[src/rtl/ctrl_pkg.sv]
// Shared types for the RV32I(+M) pipeline control unit: opcodes, control enums,
// the per-stage control bundle and small decode helpers.
package ctrl_pkg;

    localparam logic [6:0] OP_LOAD   = 7'b0000011;
    localparam logic [6:0] OP_STORE  = 7'b0100011;
    localparam logic [6:0] OP_R      = 7'b0110011;
    localparam logic [6:0] OP_IMM    = 7'b0010011;
    localparam logic [6:0] OP_BRANCH = 7'b1100011;
    localparam logic [6:0] OP_JAL    = 7'b1101111;
    localparam logic [6:0] OP_JALR   = 7'b1100111;
    localparam logic [6:0] OP_LUI    = 7'b0110111;

    localparam logic [6:0] F7_BASE = 7'b0000000;
    localparam logic [6:0] F7_ALT  = 7'b0100000;
    localparam logic [6:0] F7_MEXT = 7'b0000001;

    typedef enum logic [3:0] {
        ALU_ADD  = 4'd0,  ALU_SUB  = 4'd1,  ALU_AND  = 4'd2,  ALU_OR   = 4'd3,
        ALU_XOR  = 4'd4,  ALU_SLT  = 4'd5,  ALU_SLTU = 4'd6,  ALU_SLL  = 4'd7,
        ALU_SRL  = 4'd8,  ALU_SRA  = 4'd9,  ALU_MUL  = 4'd10, ALU_MULH = 4'd11,
        ALU_DIV  = 4'd12, ALU_REM  = 4'd13
    } alu_ctrl_e;

    typedef enum logic [1:0] {
        RES_ALU = 2'b00, RES_MEM = 2'b01, RES_PC4 = 2'b10, RES_IMM = 2'b11
    } result_src_e;

    typedef enum logic [2:0] {
        IMM_I = 3'd0, IMM_S = 3'd1, IMM_B = 3'd2, IMM_J = 3'd3, IMM_U = 3'd4
    } imm_src_e;

    typedef struct packed {
        logic        reg_write;
        result_src_e result_src;
        logic        mem_write;
        logic        jump;
        logic        jalr;
        logic        branch;
        logic        alu_src;
        alu_ctrl_e   alu_ctrl;
        logic        md;
        logic [2:0]  funct3;
    } ctrl_bundle_t;

    // Base-ISA ALU op selected by funct3 (funct7 alternates handled by the caller).
    function automatic alu_ctrl_e base_alu(input logic [2:0] f3);
        case (f3)
            3'b000:  base_alu = ALU_ADD;
            3'b001:  base_alu = ALU_SLL;
            3'b010:  base_alu = ALU_SLT;
            3'b011:  base_alu = ALU_SLTU;
            3'b100:  base_alu = ALU_XOR;
            3'b101:  base_alu = ALU_SRL;
            3'b110:  base_alu = ALU_OR;
            default: base_alu = ALU_AND;
        endcase
    endfunction

    function automatic logic branch_taken(input logic [2:0] f3, input logic z,
                                          input logic lt, input logic ltu);
        case (f3)
            3'b000:  branch_taken = z;
            3'b001:  branch_taken = !z;
            3'b100:  branch_taken = lt;
            3'b101:  branch_taken = !lt;
            3'b110:  branch_taken = ltu;
            3'b111:  branch_taken = !ltu;
            default: branch_taken = 1'b0;
        endcase
    endfunction

endpackage

[src/rtl/ctrl_decode.sv]
// Combinational decode of opcode/funct3/funct7 into a control bundle and immediate format.
// Unsupported encodings produce an all-zero bundle with illegal raised.
import ctrl_pkg::*;

module ctrl_decode #(
    parameter int EN_MEXT = 1
) (
    input  logic [6:0]   op,
    input  logic [2:0]   funct3,
    input  logic [6:0]   funct7,
    output ctrl_bundle_t ctrl,
    output imm_src_e     imm_src,
    output logic         illegal
);

    ctrl_bundle_t c_s;
    imm_src_e     imm_s;
    logic         ill_s;

    // Per-opcode decode; anything not listed is illegal.
    always_comb begin
        c_s   = '0;
        imm_s = IMM_I;
        ill_s = 1'b0;
        case (op)
            OP_LOAD: begin
                if (funct3 == 3'b010) begin
                    c_s.reg_write  = 1'b1;
                    c_s.result_src = RES_MEM;
                    c_s.alu_src    = 1'b1;
                end else begin
                    ill_s = 1'b1;
                end
            end
            OP_STORE: begin
                imm_s = IMM_S;
                if (funct3 == 3'b010) begin
                    c_s.mem_write = 1'b1;
                    c_s.alu_src   = 1'b1;
                end else begin
                    ill_s = 1'b1;
                end
            end
            OP_R: begin
                c_s.reg_write = 1'b1;
                if (funct7 == F7_BASE) begin
                    c_s.alu_ctrl = base_alu(funct3);
                end else if (funct7 == F7_ALT && funct3 == 3'b000) begin
                    c_s.alu_ctrl = ALU_SUB;
                end else if (funct7 == F7_ALT && funct3 == 3'b101) begin
                    c_s.alu_ctrl = ALU_SRA;
                end else if (EN_MEXT == 1 && funct7 == F7_MEXT) begin
                    c_s.md = 1'b1;
                    case (funct3)
                        3'b000:  c_s.alu_ctrl = ALU_MUL;
                        3'b001:  c_s.alu_ctrl = ALU_MULH;
                        3'b100:  c_s.alu_ctrl = ALU_DIV;
                        3'b110:  c_s.alu_ctrl = ALU_REM;
                        default: ill_s = 1'b1;
                    endcase
                end else begin
                    ill_s = 1'b1;
                end
            end
            OP_IMM: begin
                c_s.reg_write = 1'b1;
                c_s.alu_src   = 1'b1;
                // Shift-immediates reuse funct7 as a qualifier; other funct3 ignore it.
                if (funct3 == 3'b001 && funct7 != F7_BASE) begin
                    ill_s = 1'b1;
                end else if (funct3 == 3'b101 && funct7 == F7_ALT) begin
                    c_s.alu_ctrl = ALU_SRA;
                end else if (funct3 == 3'b101 && funct7 != F7_BASE) begin
                    ill_s = 1'b1;
                end else begin
                    c_s.alu_ctrl = base_alu(funct3);
                end
            end
            OP_BRANCH: begin
                imm_s        = IMM_B;
                c_s.alu_ctrl = ALU_SUB;
                if (funct3[2:1] == 2'b01) begin
                    ill_s = 1'b1;
                end else begin
                    c_s.branch = 1'b1;
                end
            end
            OP_JAL: begin
                imm_s          = IMM_J;
                c_s.reg_write  = 1'b1;
                c_s.result_src = RES_PC4;
                c_s.jump       = 1'b1;
            end
            OP_JALR: begin
                if (funct3 == 3'b000) begin
                    c_s.reg_write  = 1'b1;
                    c_s.result_src = RES_PC4;
                    c_s.jump       = 1'b1;
                    c_s.jalr       = 1'b1;
                    c_s.alu_src    = 1'b1;
                end else begin
                    ill_s = 1'b1;
                end
            end
            OP_LUI: begin
                imm_s          = IMM_U;
                c_s.reg_write  = 1'b1;
                c_s.result_src = RES_IMM;
            end
            default: ill_s = 1'b1;
        endcase
        if (ill_s) begin
            c_s   = '0;
            imm_s = IMM_I;
        end else begin
            c_s.funct3 = funct3;
        end
    end

    assign ctrl    = c_s;
    assign imm_src = imm_s;
    assign illegal = ill_s;

endmodule

[src/rtl/pipe_controller.sv]
// Pipelined control unit: decodes in D, carries the control bundle through D/E, E/M, M/W,
// resolves branches/jumps in E and stalls the front of the pipe while a mul/div occupies E.
import ctrl_pkg::*;

module pipe_controller #(
    parameter int EN_MEXT    = 1,
    parameter int MD_LATENCY = 4
) (
    input  logic       clk,
    input  logic       reset,
    input  logic [6:0] opD,
    input  logic [2:0] funct3D,
    input  logic [6:0] funct7D,
    input  logic       FlushE,
    input  logic       ZeroE,
    input  logic       LtE,
    input  logic       LtuE,
    output logic [2:0] ImmSrcD,
    output logic       IllegalD,
    output logic       ALUSrcE,
    output logic [3:0] ALUControlE,
    output logic       MdE,
    output logic       PCSrcE,
    output logic       JalrE,
    output logic       ResultSrcE0,
    output logic       RegWriteM,
    output logic       MemWriteM,
    output logic       RegWriteW,
    output logic [1:0] ResultSrcW,
    output logic       StallMD
);

    localparam int CNT_W = (MD_LATENCY > 1) ? $clog2(MD_LATENCY) : 1;
    localparam logic [CNT_W-1:0] MD_LAST = CNT_W'(MD_LATENCY - 1);
    localparam logic [CNT_W-1:0] CNT_ONE = CNT_W'(1);

    ctrl_bundle_t     dec_s;
    imm_src_e         imm_src_s;
    logic             illegal_s;
    ctrl_bundle_t     de_d, de_q, em_d, em_q, mw_d, mw_q;
    logic [CNT_W-1:0] cnt_d, cnt_q;
    logic             stall_s, pcsrc_s;
    logic             unused_s;

    ctrl_decode #(.EN_MEXT(EN_MEXT)) u_decode (
        .op      (opD),
        .funct3  (funct3D),
        .funct7  (funct7D),
        .ctrl    (dec_s),
        .imm_src (imm_src_s),
        .illegal (illegal_s)
    );

    // The counter reaches MD_LAST on the op's final cycle in E, releasing the stall.
    assign stall_s = de_q.md && (cnt_q != MD_LAST);
    assign pcsrc_s = !stall_s && (de_q.jump ||
                     (de_q.branch && branch_taken(de_q.funct3, ZeroE, LtE, LtuE)));

    // Next-state for the stage registers and the mul/div occupancy counter.
    always_comb begin
        de_d  = de_q;
        em_d  = de_q;
        mw_d  = em_q;
        cnt_d = '0;
        if (stall_s) begin
            de_d = de_q;
            em_d = '0;
        end else if (FlushE) begin
            de_d = '0;
            em_d = de_q;
        end else begin
            de_d = dec_s;
            em_d = de_q;
        end
        if (de_q.md && stall_s) begin
            cnt_d = cnt_q + CNT_ONE;
        end else begin
            cnt_d = '0;
        end
    end

    // Stage registers; reset loads bubbles everywhere.
    always_ff @(posedge clk or negedge reset) begin
        if (!reset) begin
            de_q  <= '0;
            em_q  <= '0;
            mw_q  <= '0;
            cnt_q <= '0;
        end else begin
            de_q  <= de_d;
            em_q  <= em_d;
            mw_q  <= mw_d;
            cnt_q <= cnt_d;
        end
    end

    // D-stage decode outputs are held low while the unit is in reset.
    assign ImmSrcD     = reset ? imm_src_s : 3'b000;
    assign IllegalD    = reset ? illegal_s : 1'b0;
    assign ALUSrcE     = de_q.alu_src;
    assign ALUControlE = de_q.alu_ctrl;
    assign MdE         = de_q.md;
    assign PCSrcE      = pcsrc_s;
    assign JalrE       = de_q.jalr;
    assign ResultSrcE0 = de_q.result_src[0];
    assign RegWriteM   = em_q.reg_write;
    assign MemWriteM   = em_q.mem_write;
    assign RegWriteW   = mw_q.reg_write;
    assign ResultSrcW  = mw_q.result_src;
    assign StallMD     = stall_s;

    assign unused_s = ^{em_q, mw_q};

endmodule
[config.mk]
export PLATFORM = sky130hd
export DESIGN_NAME = pipe_controller
export DESIGN_NICKNAME = d
export VERILOG_FILES = /design/src/rtl/ctrl_pkg.sv /design/src/rtl/ctrl_decode.sv /design/src/rtl/pipe_controller.sv
export SDC_FILE = /design/constraint.sdc
export NUM_CORES = 1
export LEC_CHECK = 0
export CAP_MARGIN = 20
export CELL_PAD_IN_SITES_DETAIL_PLACEMENT = 2
export CELL_PAD_IN_SITES_GLOBAL_PLACEMENT = 2
export CORE_ASPECT_RATIO = 0.8
export CORE_MARGIN = 2
export CORE_UTILIZATION = 31
export CTS_CLUSTER_SIZE = 20
export DETAILED_ROUTE_END_ITERATION = 10
export PLACE_DENSITY = 0.93
export SYNTH_ARGS = -nofsm -noshare
export SYNTH_HDL_FRONTEND = slang
export SYNTH_SLANG_ARGS = --single-unit
[constraint.sdc]
create_clock -name clk -period 7.5 [get_ports clk]
set_input_delay 1.875 -clock clk [delete_from_list [all_inputs] [get_ports clk]]
set_output_delay 1.875 -clock clk [all_outputs]
set_load 0.02 [all_outputs]
==> results of run 1 <==
-- worst reg2reg max path, delay by kind of cell (launching register included) --
kind	cells	cell delay, ps
compound gates	2	560
flops	1	370
buf+inv	1	520
simple gates	4	1110
fa+ha+maj	1	140
-- registers in the layout (all words and copies together) (netlist names) --
register     cells
RegWriteM        1
ResultSrcE0      1
RegWriteW        1
em_q             2
MdE              1
ALUControlE      4
JalrE            1
ResultSrcW       2
ALUSrcE          1
de_q             8
cnt_q            2
MemWriteM        1
-- path summary, 6_finish.rpt --
kind / to / start / cells past startpoint / slack [ps]
min in group asynchronous: RegWriteM / reset / 1 / 1930
max in group asynchronous: ALUControlE[2] / reset / 2 / 4950
worst min-delay path: ResultSrcW[0] / em_q[13] / 0 / 370
worst max register to register: ALUControlE[2] / cnt_q[0] / 8 / 4750
worst min register to register: ResultSrcW[0] / em_q[13] / 0 / 370
worst max-delay path: ImmSrcD[1] / funct7D[0] / 8 / 850
-- final cells by class --
cell class,count,area [sq um],area share [%]
Multi-Input combinational cell,130,867,42.2
Sequential cell,25,626,30.4
Timing Repair Buffer,42,418,20.3
Tap cell,62,77.6,3.77
Clock buffer,3,41.3,2.01
Inverter,6,22.5,1.09
Clock inverter,1,5.00,0.243
-- cell families (layout without fill, tap and decap cells) --
| group | after synthesis | count (layout) | share of synthesized area, % |
|---|---|---|---|
| buf+inv | 21 | 52 | 6.80 |
| xor+xnor | 3 | 3 | 1.64 |
| simple gates | 75 | 75 | 27.2 |
| compound gates | 49 | 49 | 23.3 |
| mux | 2 | 2 | 1.25 |
| fa+ha+maj | 1 | 1 | 0.781 |
| flops | 25 | 25 | 39.1 |
-- cell usage in the layout (no fill, tap or decap), types with 2 or more instances in the layout --
| cell | n |
|---|---|
| sky130_fd_sc_hd__a31oi_1 | 2 |
| sky130_fd_sc_hd__nor3_1 | 9 |
| sky130_fd_sc_hd__nand3_1 | 7 |
| sky130_fd_sc_hd__xor2_1 | 3 |
| sky130_fd_sc_hd__a22o_1 | 12 |
| sky130_fd_sc_hd__clkdlybuf4s50_1 | 41 |
| sky130_fd_sc_hd__nand3b_1 | 2 |
| sky130_fd_sc_hd__o31ai_1 | 2 |
| sky130_fd_sc_hd__o21ai_0 | 7 |
| sky130_fd_sc_hd__o22a_1 | 3 |
| sky130_fd_sc_hd__o22ai_1 | 2 |
| sky130_fd_sc_hd__nor2b_1 | 2 |
| sky130_fd_sc_hd__nand2_1 | 9 |
| sky130_fd_sc_hd__a32o_1 | 3 |
| sky130_fd_sc_hd__mux2i_1 | 2 |
| sky130_fd_sc_hd__a21o_1 | 2 |
| sky130_fd_sc_hd__nand2b_1 | 8 |
| sky130_fd_sc_hd__nor4_1 | 6 |
| sky130_fd_sc_hd__nor2_1 | 11 |
| sky130_fd_sc_hd__and2_1 | 8 |
| sky130_fd_sc_hd__a21oi_1 | 5 |
| sky130_fd_sc_hd__inv_1 | 5 |
| sky130_fd_sc_hd__o211ai_1 | 2 |
| sky130_fd_sc_hd__dfrtp_1 | 25 |
| sky130_fd_sc_hd__or3_1 | 3 |
| sky130_fd_sc_hd__clkbuf_8 | 3 |
| sky130_fd_sc_hd__and3_1 | 3 |
-- power breakdown --
part | switching (mW) | leakage (nW) | internal (mW) | total, mW
registers | 0.000219 | 0.349 | 0.135 | 0.135
logic | 0.0263 | 0.459 | 0.0196 | 0.0459
clock network | 0.0409 | 0.0255 | 0.0371 | 0.0780
-- routing by layer --
layer | global-route usage (%) | wire, um | vias to the layer above
li1 | - | - | 716
met1 | 25.0 | 2430 | 750
met2 | 34.9 | 2460 | 46
met3 | 1.09 | 207 | 4
met4 | 4.17 | 35 | 0
met5 | 0 | 0 | -
==> metrics.sh, run 1 <==
CLOCK.FMAX_GHz=0.150
CTS_BUFFER_DEPTH=2
GRT.TOTAL_USAGE_PCT=18.9
POWER_uW=259
HOLD_VIOL=0
CRIT_CHAIN='clkdlybuf4s50_1, nor3_1, nand3_1, a22oi_1, nand3_1, or3_1, nor2_1, clkdlybuf4s50_1'
DRC_ERRORS=0
FINISH.INSTANCE_AREA_SQ_UM=2060
START_UTIL_PCT=32.0
FINAL-MAX-SLEW-VIOLATION-COUNT=0
LARGEST_AREA_CONTRIBUTOR_IN_THE_SYNTHESIZED_NETLIST='sky130_fd_sc_hd__dfrtp_1'
SYNTH_FP_NETS=200
POST-ROUTE-WORST-SETUP-SLACK_PS=849
TIMING.CRITICAL_PATH.ARRIVAL_PS=4780
SYNTHTOPCELLSBYAREA='sky130_fd_sc_hd__dfrtp_1 39%, sky130_fd_sc_hd__a22o_1 6.6%, sky130_fd_sc_hd__and2_1 3.1%'
CLOCK_INSERTION_DELAY_WORST_SKEW_PS=270
IOS=42
CRITPATHBUFINV=2
YOSYSUNIQUECELLTYPES=47
WORST_SLEW_MARGIN_REL_PCT=60.7
YOSYS_REGISTER_BITS=25
NUMBER_OF_GLOBAL_ROUTE_VIAS_BEFORE_REPAIR=1675
NUM_VIAS=1516
SLOWEST_DELAY_PS=620
SYNTH.CELL_AREA_SQ_UM=1600
CRIT_PATH_MAX_FANOUT=6
HPWL_UM=4060
PATH_CLK_SLEW_PS=90
SYNTH_EDF_COUNT=0
SYNTHMOSTINSTANTIATEDCELL='sky130_fd_sc_hd__dfrtp_1'
DRTANTENNAVIOLNETS=0
HOLD-WORST-SLACK_PS=372
YOSYSSEQAREASHARE_PCT=39.1
TIMING.HOLD.WORST.CLASS='register to register'
CTS_MADE_BUFFERS=3
H-TREE-DEPTH=1
FLOORPLAN.CORE_AREA_SQ_UM=5010
POSTCTSSETUPBUFFERS=0
CRIT_REQUIRED_PS=5620
GLOBAL_ROUTE_WIRE_LENGTH_BEFORE_REPAIR_UM=8560
FIN_SETUP_TNS_PS=0
CRITPATHTOPFAMILY='simple AND/OR/NAND/NOR gates'
TIMING.FINAL.CRIT_SHARE_PCT=88.7
DP.CELLS=265
PRECTSSETUPSLACK_PS=880
FLOORPLAN.ROWS=23
SETUP_REPAIR_AFTER_GLOBAL_ROUTING_MISSED_ITS_MARGIN='false'
GPL.FINAL_WEIGHTED_CONGESTION=0.857
YS_DOMINANT_REG_CELL='sky130_fd_sc_hd__dfrtp_1'
NUMPORTBUFFERS=41
DIE_HEIGHT_UM=68.3
CELLPOWERDENSITY_nW_PER_UM2=126
FIRSTDRTPASSITERS=4
DRV_CAP=0
GLOBALROUTE.TOTALOVERFLOW=0
CTS_RESIZED=0
DIE_W_UM=84.4
CTS_TREE='yes'
CP-END-KIND='output pin'
FINAL_CORE_UTIL_PCT=41.1
SETUP_VIOL_COUNT_FINAL=0
TOTAL_LEAKAGE_POWER_nW=0.833
CTS.SINK_COUNT=25
WORST_SETUP_PATH_START_KIND='input port'
SYN-INSTANCE-COUNT=176
AREA.GROWTH.SYNTH_TO_FINAL_PCT=28.4
ROUTE.DETAILED.WL_PER_INST_UM=19.1
PLACED_AREA_SQ_UM=2010
FILLCELLCOUNT=572
SYNTHESIS.AREA_PER_INSTANCE_SQ_UM=9.10
PEAKVDDDROP_V=0.0000685
GRT_MAX_DEGREE=20
CLOCK-SKEW-FINAL_PS=7.29
PERIOD_MINUS_SLACK_PS=6650
YS.WARNINGS.COUNT=0
SYNTH.CELLS.MOST_FREQUENT='25 x sky130_fd_sc_hd__dfrtp_1, 12 x sky130_fd_sc_hd__a22o_1, 11 x sky130_fd_sc_hd__nor2_1'
PER_CELL_VIA_COUNT_IN_THE_ROUTED_DESIGN=5.64
CTSROOTBUFFERMASTER='sky130_fd_sc_hd__clkbuf_8'
YOSYSTOPAREACELLSHARE_PCT=39.1
FLOORPLAN.DIE_AREA_SQ_UM=5760
GRT_ANTENNA_BEFORE_REPAIR=0
DETAIL_ROUTE.ITER0.VIOLATIONS=82
FINALNETCOUNT=232
TOTALWIRELENGTH_UM=5140
POSTSYNTH.ASYNCRESETSHARE_PCT=100
ANTENNA_CELLS=0
TIMING.CRITICAL_PATH.SLOWEST_STAGE_CELL='sky130_fd_sc_hd__clkdlybuf4s50_1'
POST_LAYOUT_NONFILLER_INSTANCES=269
TIMING_WORST_SLEW_PIN_VALUE_PS=586
CRIT_TYPE='input port to output pin'
RUN_STATUS='complete, no violations'
FINAL_LAYOUT_SIZE_SUFFIX_GT1_SHARE_PCT=5.31
HOLD_BUFFERS=0
Note: power is estimated with default switching activity, not from simulation.
==> run 2, diff against run 1 <==
==> constraint.sdc (replaced) <==
create_clock -name clk -period 7.5 [get_ports clk]
set_input_delay 1.5 -clock clk [delete_from_list [all_inputs] [get_ports clk]]
set_output_delay 1.5 -clock clk [all_outputs]
set_load 0.02 [all_outputs]
==> run 2 against run 1 <==
Die area is the same. Largest power group unchanged. Routed wire length fell by 4.3%. Final cell count unchanged. Cell area increased by 0.18%. Combinational power about the same.
==> metrics.sh, run 2 (synthesis gave the netlist of run 1 again) <==
DIE_HEIGHT_UM=68.3  # unchanged
MIN_DELAY_WORST_ENDPOINT='ResultSrcW[1]'  # was ResultSrcW[0]
PEAKVDDDROP_V=0.0000642  # was 0.0000685 V
TIMING.CRITICAL_PATH.ARRIVAL_PS=4290  # was 4780 ps
DRC_ERRORS=0  # unchanged
START_UTIL_PCT=32.0  # unchanged
GLOBAL_ROUTE_WIRE_LENGTH_BEFORE_REPAIR_UM=8170  # was 8560 um
TOTALWIRELENGTH_UM=4910  # was 5140 um
HOLDPATHSTAGES=0  # unchanged
TIMING.FINAL.CRIT_SHARE_PCT=77.1  # was 88.7%
FLOORPLAN.CORE_AREA_SQ_UM=5010  # unchanged
H-TREE-DEPTH=1  # unchanged
IOS=42  # unchanged
SETUP_REPAIR_AFTER_GLOBAL_ROUTING_MISSED_ITS_MARGIN='false'  # unchanged
NUMPORTBUFFERS=41  # unchanged
TOTAL_LEAKAGE_POWER_nW=0.834  # was 0.833 nW
GLOBALROUTE.TOTALOVERFLOW=0  # unchanged
CP-END-KIND='output pin'  # unchanged
CLOCK_INSERTION_DELAY_WORST_SKEW_PS=270  # about the same
CLOCK.FMAX_GHz=0.173  # was 0.150 GHz
RR_WORST_DEPTH=8  # unchanged
CRIT_TYPE='input port to output pin'  # unchanged
WORSTREG2REGEND='ALUControlE[0]'  # was ALUControlE[2]
FLOORPLAN.ROWS=23  # unchanged
REGISTERS.TOP_BY_FF_COUNT='de_q'  # unchanged
CTS.SINK_COUNT=25  # unchanged
RUN_STATUS='complete, no violations'  # unchanged
DP.CELLS=265  # unchanged
SLOWEST_DELAY_PS=620  # about the same
HPWL_UM=3910  # was 4060 um
MOSTFREQUENTLAYOUTCELL='sky130_fd_sc_hd__clkdlybuf4s50_1'  # unchanged
GRT.TOTAL_USAGE_PCT=17.9  # was 18.9%
FIRSTDRTPASSITERS=4  # unchanged
CTS_BUFFER_DEPTH=2  # unchanged
CRIT_REQUIRED_PS=6000  # was 5620 ps
CTSROOTBUFFERMASTER='sky130_fd_sc_hd__clkbuf_8'  # unchanged
NUM_VIAS=1509  # was 1516
ANTENNA_CELLS=0  # unchanged
AREA.GROWTH.SYNTH_TO_FINAL_PCT=28.7  # was 28.4%
FIN_SETUP_TNS_PS=0  # unchanged
POSTCTSSETUPBUFFERS=0  # unchanged
CTS_TREE='yes'  # unchanged
HOLD_BUFFERS=0  # unchanged
PATH_CLK_SLEW_PS=100  # was 90 ps
NUMBER_OF_GLOBAL_ROUTE_VIAS_BEFORE_REPAIR=1604  # was 1675
LARGEST_REG_FLOPS=8  # unchanged
DRV_CAP=0  # unchanged
WORST_SETUP_PATH_START_KIND='input port'  # unchanged
GPL.FINAL_WEIGHTED_CONGESTION=0.857  # about the same
MIN_DELAY_SRC='em_q[14]'  # was em_q[13]
DRTANTENNAVIOLNETS=0  # unchanged
WORST_SLEW_MARGIN_REL_PCT=61.6  # was 60.7%
HOLD_VIOL=0  # unchanged
R2R_START='cnt_q[0]'  # unchanged
GRT_MAX_DEGREE=20  # unchanged
POST_LAYOUT_NONFILLER_INSTANCES=269  # unchanged
CRIT_PATH_MAX_FANOUT=6  # unchanged
GRT_ANTENNA_BEFORE_REPAIR=0  # unchanged
FINAL-MAX-SLEW-VIOLATION-COUNT=0  # unchanged
FINAL_CORE_UTIL_PCT=41.2  # was 41.1%
ROUTE.DETAILED.WL_PER_INST_UM=18.3  # was 19.1 um
CRIT_CHAIN='clkdlybuf4s50_1, nor3_1, nand3_1, a22oi_1, nand3_1, or3_1, nor2_1, clkdlybuf4s50_1'  # unchanged
CLOCK-SKEW-FINAL_PS=8.67  # was 7.29 ps
POST-ROUTE-WORST-SETUP-SLACK_PS=1710  # was 849 ps
SETUP_VIOL_COUNT_FINAL=0  # unchanged
TIMING.CRITICAL_PATH.SLOWEST_STAGE_CELL='sky130_fd_sc_hd__clkdlybuf4s50_1'  # unchanged
MOST-COMMON-LAYOUT-CELLS='41 x sky130_fd_sc_hd__clkdlybuf4s50_1, 25 x sky130_fd_sc_hd__dfrtp_1, 12 x sky130_fd_sc_hd__a22o_1'  # unchanged
CTS_MADE_BUFFERS=3  # unchanged
FINAL_LAYOUT_SIZE_SUFFIX_GT1_SHARE_PCT=5.31  # unchanged
PERIOD_MINUS_SLACK_PS=5790  # was 6650 ps
RRSETUPSLACK_PS=4800  # was 4750 ps
PER_CELL_VIA_COUNT_IN_THE_ROUTED_DESIGN=5.61  # was 5.64
CELLPOWERDENSITY_nW_PER_UM2=128  # was 126 nW/um^2
DIE_W_UM=84.4  # unchanged
PRECTSSETUPSLACK_PS=1740  # was 880 ps
FILLCELLCOUNT=568  # was 572
TIMING_WORST_SLEW_PIN_VALUE_PS=571  # was 586 ps
CTS_RESIZED=0  # unchanged
FLOORPLAN.DIE_AREA_SQ_UM=5760  # unchanged
FINALNETCOUNT=232  # unchanged
HOLD-WORST-SLACK_PS=363  # was 372 ps
TIMING.HOLD.WORST.CLASS='register to register'  # unchanged
DETAIL_ROUTE.ITER0.VIOLATIONS=87  # was 82
## run 2: cell types whose count changed in the layout (fill, tap and decap cells not counted)
cell / delta
sky130_fd_sc_hd__inv_6: +1
sky130_fd_sc_hd__clkinv_2: -1
## run 2: per-stage QoR
step           power, mW  instance area (sq um)
2_1_floorplan      0.160                   1600
3_3_place_gp       0.182                   2010
3_5_place_dp       0.183                   2010
4_1_cts            0.267                   2060
5_1_grt            0.277                   2060
6_report           0.264                   2060
## run 2: per-layer routing
metal | track usage (%) | share of wire (%)
met1 | 24.1 | 48
met2 | 32.0 | 47
met3 | 1.33 | 4.2
met4 | 4.17 | 0.55
met5 | 0 | 0
## run 2: cell type report
| class | instances | area (sq um) | area share, % |
|---|---|---|---|
| Inverter | 6 | 22.5 | 1.09 |
| Tap cell | 62 | 77.6 | 3.76 |
| Multi-Input combinational cell | 130 | 867 | 42.1 |
| Clock buffer | 3 | 41.3 | 2.00 |
| Sequential cell | 25 | 626 | 30.4 |
| Clock inverter | 1 | 8.76 | 0.425 |
| Timing Repair Buffer | 42 | 418 | 20.3 |
## run 2: worst max-delay path by stage
| stage | slack (ps) | endpoint | startpoint |
|---|---|---|---|
| after floorplan | 2850 | ImmSrcD[0] | funct7D[1] |
| after global placement | 1880 | ImmSrcD[1] | funct7D[0] |
| after detailed placement | 1740 | ImmSrcD[1] | funct7D[0] |
| after CTS | 1730 | ImmSrcD[1] | funct7D[0] |
| after global routing | 1540 | ImmSrcD[0] | funct7D[0] |
| final | 1710 | ImmSrcD[1] | funct7D[0] |
## run 2: report_power, final
part	total (mW)	internal, mW	switching (mW)
Clock	0.0834	0.0389	0.0446
Combinational	0.0458	0.0196	0.0262
Sequential	0.135	0.135	0.000208
## run 2: worst max-delay path: cells and delay by family
kind | cells | cell delay (ps)
and+or+nand+nor | 5 | 1370
buffers and inverters | 2 | 1110
AOI/OAI and AO/OA | 1 | 300
